==> src/rtl/mine_pkg.sv <==
// rtl/mine_pkg.sv - shared board constants, placer state type and LFSR step helper
package mine_pkg;

  localparam int                NUM_CELLS = 25;
  localparam int                CELL_W    = 5;
  localparam logic [CELL_W-1:0] NO_SAFE   = 5'd31;

  localparam int                LFSR_W    = 8;
  // Taps l[7], l[5], l[4], l[3]: x^8 + x^6 + x^5 + x^4 + 1
  localparam logic [LFSR_W-1:0] LFSR_TAPS = 8'hB8;

  typedef enum logic [1:0] {
    IDLE,
    CLEAR,
    DRAW,
    DONE
  } placer_state_e;

  // One Fibonacci step: shift left, feedback is the parity of the tapped bits
  function automatic logic [LFSR_W-1:0] lfsr_step(input logic [LFSR_W-1:0] l);
    return {l[LFSR_W-2:0], ^(l & LFSR_TAPS)};
  endfunction

endpackage

==> src/rtl/mine_placer_lfsr8.sv <==
// rtl/mine_placer_lfsr8.sv - free-running 8-bit Fibonacci LFSR, no enable
module lfsr8
  import mine_pkg::*;
#(
  parameter logic [LFSR_W-1:0] SEED = 8'hA5
) (
  input  logic              clk_i,
  input  logic              restart_i,
  output logic [LFSR_W-1:0] state_o
);

  // An all-zero state would lock the register, so a zero seed becomes 1
  localparam logic [LFSR_W-1:0] SEED_EFF = (SEED == '0) ? 8'h01 : SEED;

  logic [LFSR_W-1:0] state_q;
  logic [LFSR_W-1:0] state_d;

  // Next value is always one step ahead; there is deliberately no hold
  always_comb begin
    state_d = lfsr_step(state_q);
  end

  // Advance on every falling edge, reload the seed on restart
  always_ff @(negedge clk_i) begin
    if (restart_i) begin
      state_q <= SEED_EFF;
    end else begin
      state_q <= state_d;
    end
  end

  assign state_o = state_q;

endmodule

==> src/rtl/mine_placer.sv <==
// rtl/mine_placer.sv - random placement of NUM_MINES distinct mines on the 5x5 board
module mine_placer
  import mine_pkg::*;
#(
  parameter int              NUM_MINES = 5,
  parameter logic [LFSR_W-1:0] SEED    = 8'hA5
) (
  input  logic                 clka,
  input  logic                 restart,
  input  logic                 start,
  input  logic [CELL_W-1:0]    safe_cell,
  output logic [NUM_CELLS-1:0] mines,
  output logic [CELL_W-1:0]    mine_count,
  output logic                 busy,
  output logic                 place_done
);

  if (NUM_MINES < 1 || NUM_MINES > NUM_CELLS - 1) begin : g_bad_num_mines
    $error("mine_placer: NUM_MINES must be in 1..24");
  end

  localparam logic [CELL_W-1:0] MINES_TGT = CELL_W'(NUM_MINES);
  localparam logic [CELL_W-1:0] CELLS_LIM = CELL_W'(NUM_CELLS);

  logic [LFSR_W-1:0]    lfsr_w;
  logic [CELL_W-1:0]    cand;
  logic [31:0]          mines_ext;
  logic                 accept;

  placer_state_e        state_q, state_d;
  logic [NUM_CELLS-1:0] mines_q, mines_d;
  logic [CELL_W-1:0]    count_q, count_d;
  logic [CELL_W-1:0]    safe_q, safe_d;
  logic                 busy_q, done_q;

  lfsr8 #(
    .SEED (SEED)
  ) u_lfsr (
    .clk_i     (clka),
    .restart_i (restart),
    .state_o   (lfsr_w)
  );

  // Candidate acceptance plus FSM next-state; safe_q of 25..31 never matches a legal cell
  always_comb begin
    state_d   = state_q;
    mines_d   = mines_q;
    count_d   = count_q;
    safe_d    = safe_q;
    cand      = lfsr_w[CELL_W-1:0];
    mines_ext = {{(32 - NUM_CELLS){1'b0}}, mines_q};
    accept    = 1'b0;

    case (state_q)
      IDLE, DONE: begin
        if (start) begin
          state_d = CLEAR;
          mines_d = '0;
          count_d = '0;
          safe_d  = safe_cell;
        end
      end
      CLEAR: begin
        mines_d = '0;
        count_d = '0;
        safe_d  = safe_cell;
        state_d = DRAW;
      end
      DRAW: begin
        accept = (cand < CELLS_LIM) && (cand != safe_q) && !mines_ext[cand];
        if (accept) begin
          mines_d = mines_q | (NUM_CELLS'(1) << cand);
          count_d = count_q + 5'd1;
          if (count_q + 5'd1 == MINES_TGT) begin
            state_d = DONE;
          end
        end
      end
      default: state_d = IDLE;
    endcase
  end

  // State, mask, counter and status flags; restart discards any partial mask
  always_ff @(negedge clka) begin
    if (restart) begin
      state_q <= IDLE;
      mines_q <= '0;
      count_q <= '0;
      safe_q  <= NO_SAFE;
      busy_q  <= 1'b0;
      done_q  <= 1'b0;
    end else begin
      state_q <= state_d;
      mines_q <= mines_d;
      count_q <= count_d;
      safe_q  <= safe_d;
      busy_q  <= (state_d == CLEAR) || (state_d == DRAW);
      done_q  <= (state_d == DONE);
    end
  end

  assign mines      = mines_q;
  assign mine_count = count_q;
  assign busy       = busy_q;
  assign place_done = done_q;

endmodule

==> config.mk <==
export PLATFORM = sky130hd
export DESIGN_NAME = mine_placer
export DESIGN_NICKNAME = d
export VERILOG_FILES = /design/src/rtl/mine_pkg.sv /design/src/rtl/mine_placer_lfsr8.sv /design/src/rtl/mine_placer.sv
export SDC_FILE = /design/constraint.sdc
export NUM_CORES = 1
export LEC_CHECK = 0
export ABC_CLOCK_PERIOD_IN_PS = 7000
export CAP_MARGIN = 20
export CORE_AREA = 2 2 81 83
export DETAILED_ROUTE_END_ITERATION = 10
export DIE_AREA = 0 0 83 85
export GPL_TIMING_DRIVEN = 0
export PLACE_DENSITY = 0.58
export SLEW_MARGIN = 0
export SYNTH_ARGS = -nofsm -noshare
export SYNTH_HDL_FRONTEND = slang
export SYNTH_SLANG_ARGS = --single-unit
==> constraint.sdc <==
create_clock -name clka -period 7 [get_ports clka]
set_clock_uncertainty 0.2 [all_clocks]
set_input_delay 1.4 -clock clka [delete_from_list [all_inputs] [get_ports clka]]
set_output_delay 1.4 -clock clka [all_outputs]
set_load 0.005 [all_outputs]
Word level (Yosys, flattened, before mapping) --
Cells that the tools add are included.
Word-level totals: register bits 47, input bits 8, output and inout bits 32, word-level logic and storage cells 46
Cells by class: add/subtract/negate cells 1, order comparisons 2, equality and inequality tests 10, shift-type cells 1, muxes and demuxes 14, bitwise gates (word level) 1, reductions and logical operators 10
Operators by type and width (number):
- one-hot mux 25 bit (3 select lines) | 1
- two-way mux 25 bit | 2
- bitwise OR 25 bit | 1
- left shift 1 x 5 -> 25 bit, first input constant | 1
- two-way mux 5 bit | 3
- one-hot mux 5 bit (3 select lines) | 1
- one-hot mux 5 bit (2 select lines) | 1
- == test 2 bit, second input constant | 4
- XOR reduction 8 bit | 1
- < comparator 5 x 6 -> 1 bit, second input constant | 1
- two-way mux 2 bit | 3
- one-hot mux 2 bit (3 select lines) | 1
- adder 5 x 1 -> 5 bit, second input constant | 1
- binary-select mux 1 bit (select 5 bit) | 1
- == test 5 x 3 -> 1 bit, second input constant | 1
- < comparator 5 bit, second input constant | 1
- != test 5 bit | 1
- == test 2 x 1 -> 1 bit, second input constant | 2
- != test 2 bit, second input constant | 2
- AND reduction 2 bit | 2
- logical AND 1 bit | 2
- zero test 2 bit | 1
- nonzero test 2 bit | 1
- OR reduction 2 bit | 1
- 3 further kinds | 3

Longest topological paths before layout --
Gate-level depths: netlist of run 1.
word-level depth 8, gate-level depth with buffers 10, mapped depth without buffers 7

Cells and area by module --
A second synthesis of run 1 with hierarchy kept.
Unflattened totals: cells, all modules 238, area, all modules 2177.1 um2
Modules (own cells, without submodules):
- mine_placer | instances 1, cells each 211, area an instance 1884.3 um2
- lfsr8 | instances 1, cells each 27, area an instance 292.8 um2

==> metrics.yaml, run 1 <==
setup_path:
  crit_start: "start"
  critPathMaxFanout: 10
  required_ps: 3610
  r2r-start: "u_lfsr.state_o[1]"
  worstSetupEndpointType: "flip-flop"
  setup.worst_path.class: "in2reg"
  startpoint_type: "input port"
  crit_slowest_cell: "nor4_2"
  cp_cell_sequence: "clkdlybuf4s50_1, nor2b_1, clkbuf_1, nor4_2, a22o_1"
  slowest_delay_ps: 740
  arrival_ps: 3260
timing:
  hold_violations: 0
  tightest_slew_ps: 951
  tns_ps: 0
  relSlewSlack_pct: 36.1
  setup_slack_ps: 342
  rsz0062_at_grt: "no"
  finalSetupViolations: 0
  slew_violations: 0
detailed_routing:
  wire_per_inst_um: 13.9
  drt-initial-drc-count: 55
  vias_per_cell: 5.08
  vias: 1926
  drtPass1Iterations: 4
  drc: 0
  drt.antenna.violating_nets: 0
  wl_um: 5290
grt:
  grt_use_total_pct: 15.3
  grt_pass1_wl_um: 8830
  first_global_vias: 2030
  grt_max_degree: 16
  grt_overflow: 0
  antenna_found_initial: 0
synthesis:
  synthArstFlopShare_pct: 0
  synthCells: 209
  syn_area_mm2: 0.00213
  synth_area_per_cell_um2: 10.2
  netlist.area_leader.share_pct: 44.3
  synth_seq_cells: 47
  yosysSeqAreaShare_pct: 44.3
  synth_common_cells: "dfxtp_1 (47), nor2b_1 (15), a22o_1 (12), a32o_1 (12), nor2_1 (10)"
  yosysUniqueCellTypes: 38
  ys_top_cells_by_area: "dfxtp_1 (44%), a32o_1 (5.7%), a22o_1 (4.9%)"
  synth-main-ff-cell: "dfxtp_1"
  ys_warn_count: 0
  synth_edf_count: 0
  synth_top_cell_by_area: "dfxtp_1"
  synth_nets: 222
  synth.most_common_cell: "dfxtp_1"
cts:
  cts_tree: "yes"
  clock_path_buffers: 2
  clock_latency_ps: 380
  cts_sinks: 47
  htree_num_levels: 2
  clk_pin_slew_ps: 40
  cts_inserted_buffers: 5
  cts-root-buf: "clkbuf_8"
layout:
  antennaDiodeCount: 0
  drive_gt1_share_pct: 8.94
  nNetsFinal: 314
  syn2layout_area_growth_pct: 36.5
floorplan:
  start_util_pct: 34.3
  core_mm2: 0.00620
  io_pins: 40
  die_h_um: 85
  fp.dieW_um: 83
  rows: 29
  die_area_mm2: 0.00706
placement:
  portBuffers: 39
  dp_worst_setup_slack_ps: -161
  dpl.hpwl_um: 3580
  gp_congestion: 0.748
power_and_ir_drop:
  p_leak_uw: 0.00122
  peakVddDrop_uv: 138
  power_density_mw_per_mm2: 290
  total_power_uw: 840
worst_hold_path:
  holdCritStartpoint: "u_lfsr.state_o[6]"
  hp-class: "reg2reg"
outcome:
  outcome: "finished, final reports clean"
run:
  cap_violations: 0
==> state kept, by name, summed over array words and instances, names as in the netlist <==
name,cells
mines,25
u_lfsr.state_o,8
mine_count,5
safe_q,5
state_q,2
busy,1
place_done,1
==> per-stage QoR <==
| stage | instance area, µm² | instances | util, % | hold WS (ps) |
|---|---|---|---|---|
| floorplan | 2130 | 209 | - | 189 |
| global placement | 2610 | 325 | 42.1 | 195 |
| detailed placement | 2610 | 325 | 42.1 | 206 |
| CTS | 2900 | 379 | 46.7 | 204 |
| global route | 2900 | 379 | 46.8 | 221 |
| finish | 2900 | 379 | 46.8 | 200 |
==> cells in the final DEF (no fill, tap or decap), drive strengths merged, types with 4 or more instances in the layout <==
cell / n
a211o: 5
a21oi: 6
a22o: 12
a32o: 12
buf: 8
clkbuf: 12
clkdlybuf4s50: 39
dfxtp: 47
ha: 5
inv: 54
mux2i: 6
nand2: 7
nand2b: 6
nand3: 6
nor2: 10
nor2b: 15
nor3: 6
o211ai: 4
or2: 4
xnor2: 7
==> critical path: cells and delay by family <==
kind	cells	cell delay [ps]
AO/OA/AOI/OAI	1	220
buffers and inverters	2	790
AND/OR/NAND/NOR	2	850
==> per-layer routing <==
layer	share of wire, %	vias to the layer above	GRT usage, %
li1	-	954	-
met1	47	919	17.6
met2	47	46	24.7
met3	4.7	7	6.13
met4	1.1	0	8.05
met5	0	-	0
==> where the power goes <==
| group | total (µW) | switching (µW) | leakage (µW) | internal (µW) |
|---|---|---|---|---|
| clock network | 310 | 167 | 0.000309 | 143 |
| registers | 313 | 16.7 | 0.000383 | 296 |
| logic | 218 | 124 | 0.000527 | 93.2 |
==> timing repair <==
item	4_1_cts	5_1_grt
setup endpoints to repair	0	1
resized for setup	0	1
hold endpoints to repair	0	0
buffers inserted	0	0
hold buffers	0	0
==> final timing paths <==
check	end	slack, ps	cells past startpoint
worst min-delay path	u_lfsr.state_o[7]	200	1
worst min register to register	u_lfsr.state_o[7]	200	1
worst max-delay path	mines[2]	340	5
worst max register to register	mines[3]	4150	7
==> cell type report <==
| type | count | area, µm² |
|---|---|---|
| Multi-Input combinational cell | 141 | 1090 |
| Fill cell | 639 | 3300 |
| Clock buffer | 5 | 68.8 |
| Buffer | 15 | 71.3 |
| Timing Repair Buffer | 39 | 390 |
| Sequential cell | 47 | 941 |
| Tap cell | 77 | 96.3 |
| Clock inverter | 50 | 221 |
| Inverter | 5 | 18.8 |
==> cells by family (layout without fill, tap and decap cells) <==
logic type | count (synthesis) | in the layout | share of synthesized area, %
AND/OR/NAND/NOR | 68 | 68 | 19.7
AO/OA/AOI/OAI | 50 | 50 | 19.0
flip-flops | 47 | 47 | 44.3
buffers and inverters | 21 | 114 | 4.41
XOR/XNOR | 9 | 9 | 3.71
multiplexers | 9 | 9 | 6.00
adder cells (fa/ha/maj) | 5 | 5 | 2.94
Power figures use the tool's default switching activity.
==> run 2, diff against run 1 <==
- GPL_TIMING_DRIVEN: 0 -> unset
- PLACE_DENSITY: 0.58 -> unset
- PLACE_DENSITY_LB_ADDON: unset -> 0.1
==> metrics.yaml, run 2 (synthesis gave the netlist of run 1 again) <==
floorplan:
  start_util_pct: 34.3
  io_pins: 40
  rows: 29
  die_h_um: 85
  core_mm2: 0.00620
  die_area_mm2: 0.00706
  fp.dieW_um: 83
power_and_ir_drop:
  p_int_uw: 538
  p_leak_uw: 0.00124
  p_sw_uw: 300
  pwr-share-seq_pct: 39.0
  power_density_mw_per_mm2: 288
  peakVddDrop_uv: 117
  p_sw_share_pct: 35.8
  pwr-share-clk_pct: 35.2
  pwr-share-comb_pct: 25.8
worst_hold_path:
  whs_endpoint: "u_lfsr.state_o[7]"
  holdCritStartpoint: "u_lfsr.state_o[6]"
  hp-class: "reg2reg"
  hold_depth: 1
cts:
  cts_sinks: 47
  cts-root-buf: "clkbuf_8"
  ctsHoldBuffers: 0
  htree_num_levels: 2
  postCtsSetupRepairBufs: 0
  post_cts_resized: 0
  cts_inserted_buffers: 5
  clock_path_buffers: 2
  clock_latency_ps: 370
  cts_tree: "yes"
  clk_pin_slew_ps: 40
timing:
  hold_violations: 0
  rsz0062_at_grt: "no"
  tightest_slew_ps: 795
  finalSetupViolations: 0
  slew_violations: 0
  tns_ps: 0
  relSlewSlack_pct: 46.9
layout:
  final_cells: 376
  antennaDiodeCount: 0
  final_cell_mix: "inv_1 (52), dfxtp_1 (47), clkdlybuf4s50_1 (39), nor2b_1 (15), buf_4 (13)"
  largest_reg_flops: 25
  finalInstanceArea_mm2: 0.00292
  syn2layout_area_growth_pct: 37.1
  utilization_pct: 47.0
  final_common_cell: "inv_1"
  drive_gt1_share_pct: 10.4
  nNetsFinal: 312
placement:
  dp.cells: 323
  portBuffers: 39
  dpl.hpwl_um: 3560
  placed_area_mm2: 0.00264
  gp_congestion: 0.728
setup_path:
  slowest_delay_ps: 540
  critPathTopFamily: "buffers and inverters"
  critPathMaxFanout: 6
  required_ps: 5400
  worstSetupEndpointType: "output port"
  reg2reg_depth: 6
  arrival_ps: 4810
  cp_cell_sequence: "clkdlybuf4s50_1"
  regToRegEndpoint: "busy"
  crit_start: "mine_count[3]"
  crit_slowest_cell: "clkdlybuf4s50_1"
  setup.worst_path.class: "reg2out"
  path_buf_inv: 1
  startpoint_type: "flip-flop"
  r2r_setup_slack_ps: 4060
  r2r-start: "u_lfsr.state_o[1]"
grt:
  grt_pass1_wl_um: 9030
  grt_overflow: 0
  grt_max_degree: 18
  grt_use_total_pct: 16.0
  first_global_vias: 1987
  antenna_found_initial: 0
run:
  cap_violations: 0
detailed_routing:
  vias_per_cell: 5.04
  drtPass1Iterations: 4
  drt.antenna.violating_nets: 0
  wire_per_inst_um: 13.9
  drc: 0
  vias: 1896
  drt-initial-drc-count: 102
  wl_um: 5210
outcome:
  outcome: "finished, final reports clean"
run 2: area by class of cell:
cell class / instances / area, µm²
clock buffer: 5 / 68.8
clock inverter: 49 / 211
fill: 632 / 3290
inverter: 5 / 18.8
multi-input combinational: 141 / 1090
sequential: 47 / 941
tap: 77 / 96.3
timing repair buffer: 52 / 488
run 2: metrics by stage:
| stage | worst slack, ps | power [µW] | hold WS (ps) |
|---|---|---|---|
| 2_1_floorplan | 765 | 514 | 189 |
| 3_3_place_gp | 373 | 590 | 193 |
| 3_5_place_dp | 369 | 590 | 193 |
| 4_1_cts | 577 | 856 | 204 |
| 5_1_grt | 531 | 916 | 236 |
| 6_report | 586 | 838 | 200 |
run 2: worst max-delay path by stage:
stage                          endpoint  slack (ps)  cells after the start
after floorplan           mine_count[2]         770                      6
after global placement         mines[6]         370                      6
after detailed placement      mines[17]         370                      5
after CTS                 mine_count[0]         580                      1
after global routing      mine_count[3]         530                      1
final                     mine_count[3]         590                      1
run 2: worst register-to-register path, cell delays in order (launching register included):
cell and delay [ps]:
dfxtp_1 820, mux4_2 610, o32a_1 210, nand4bb_4 330, o22ai_1 270, ha_1 260, nor2b_1 120
run 2: metal layers:
metal	wire, µm	global-route usage [%]
met3	182	5.84
met5	0	0
met1	2450	19.5
met4	69	8.64
met2	2510	24.6
run 2: power groups by stage:
stage / Clock, µW / Combinational (µW) / Sequential (µW)
finish: 295 / 216 / 327
global route: 343 / 242 / 331
CTS: 311 / 218 / 328
detailed placement: 41.7 / 217 / 332
global placement: 41.7 / 217 / 331
floorplan: 41.7 / 158 / 315
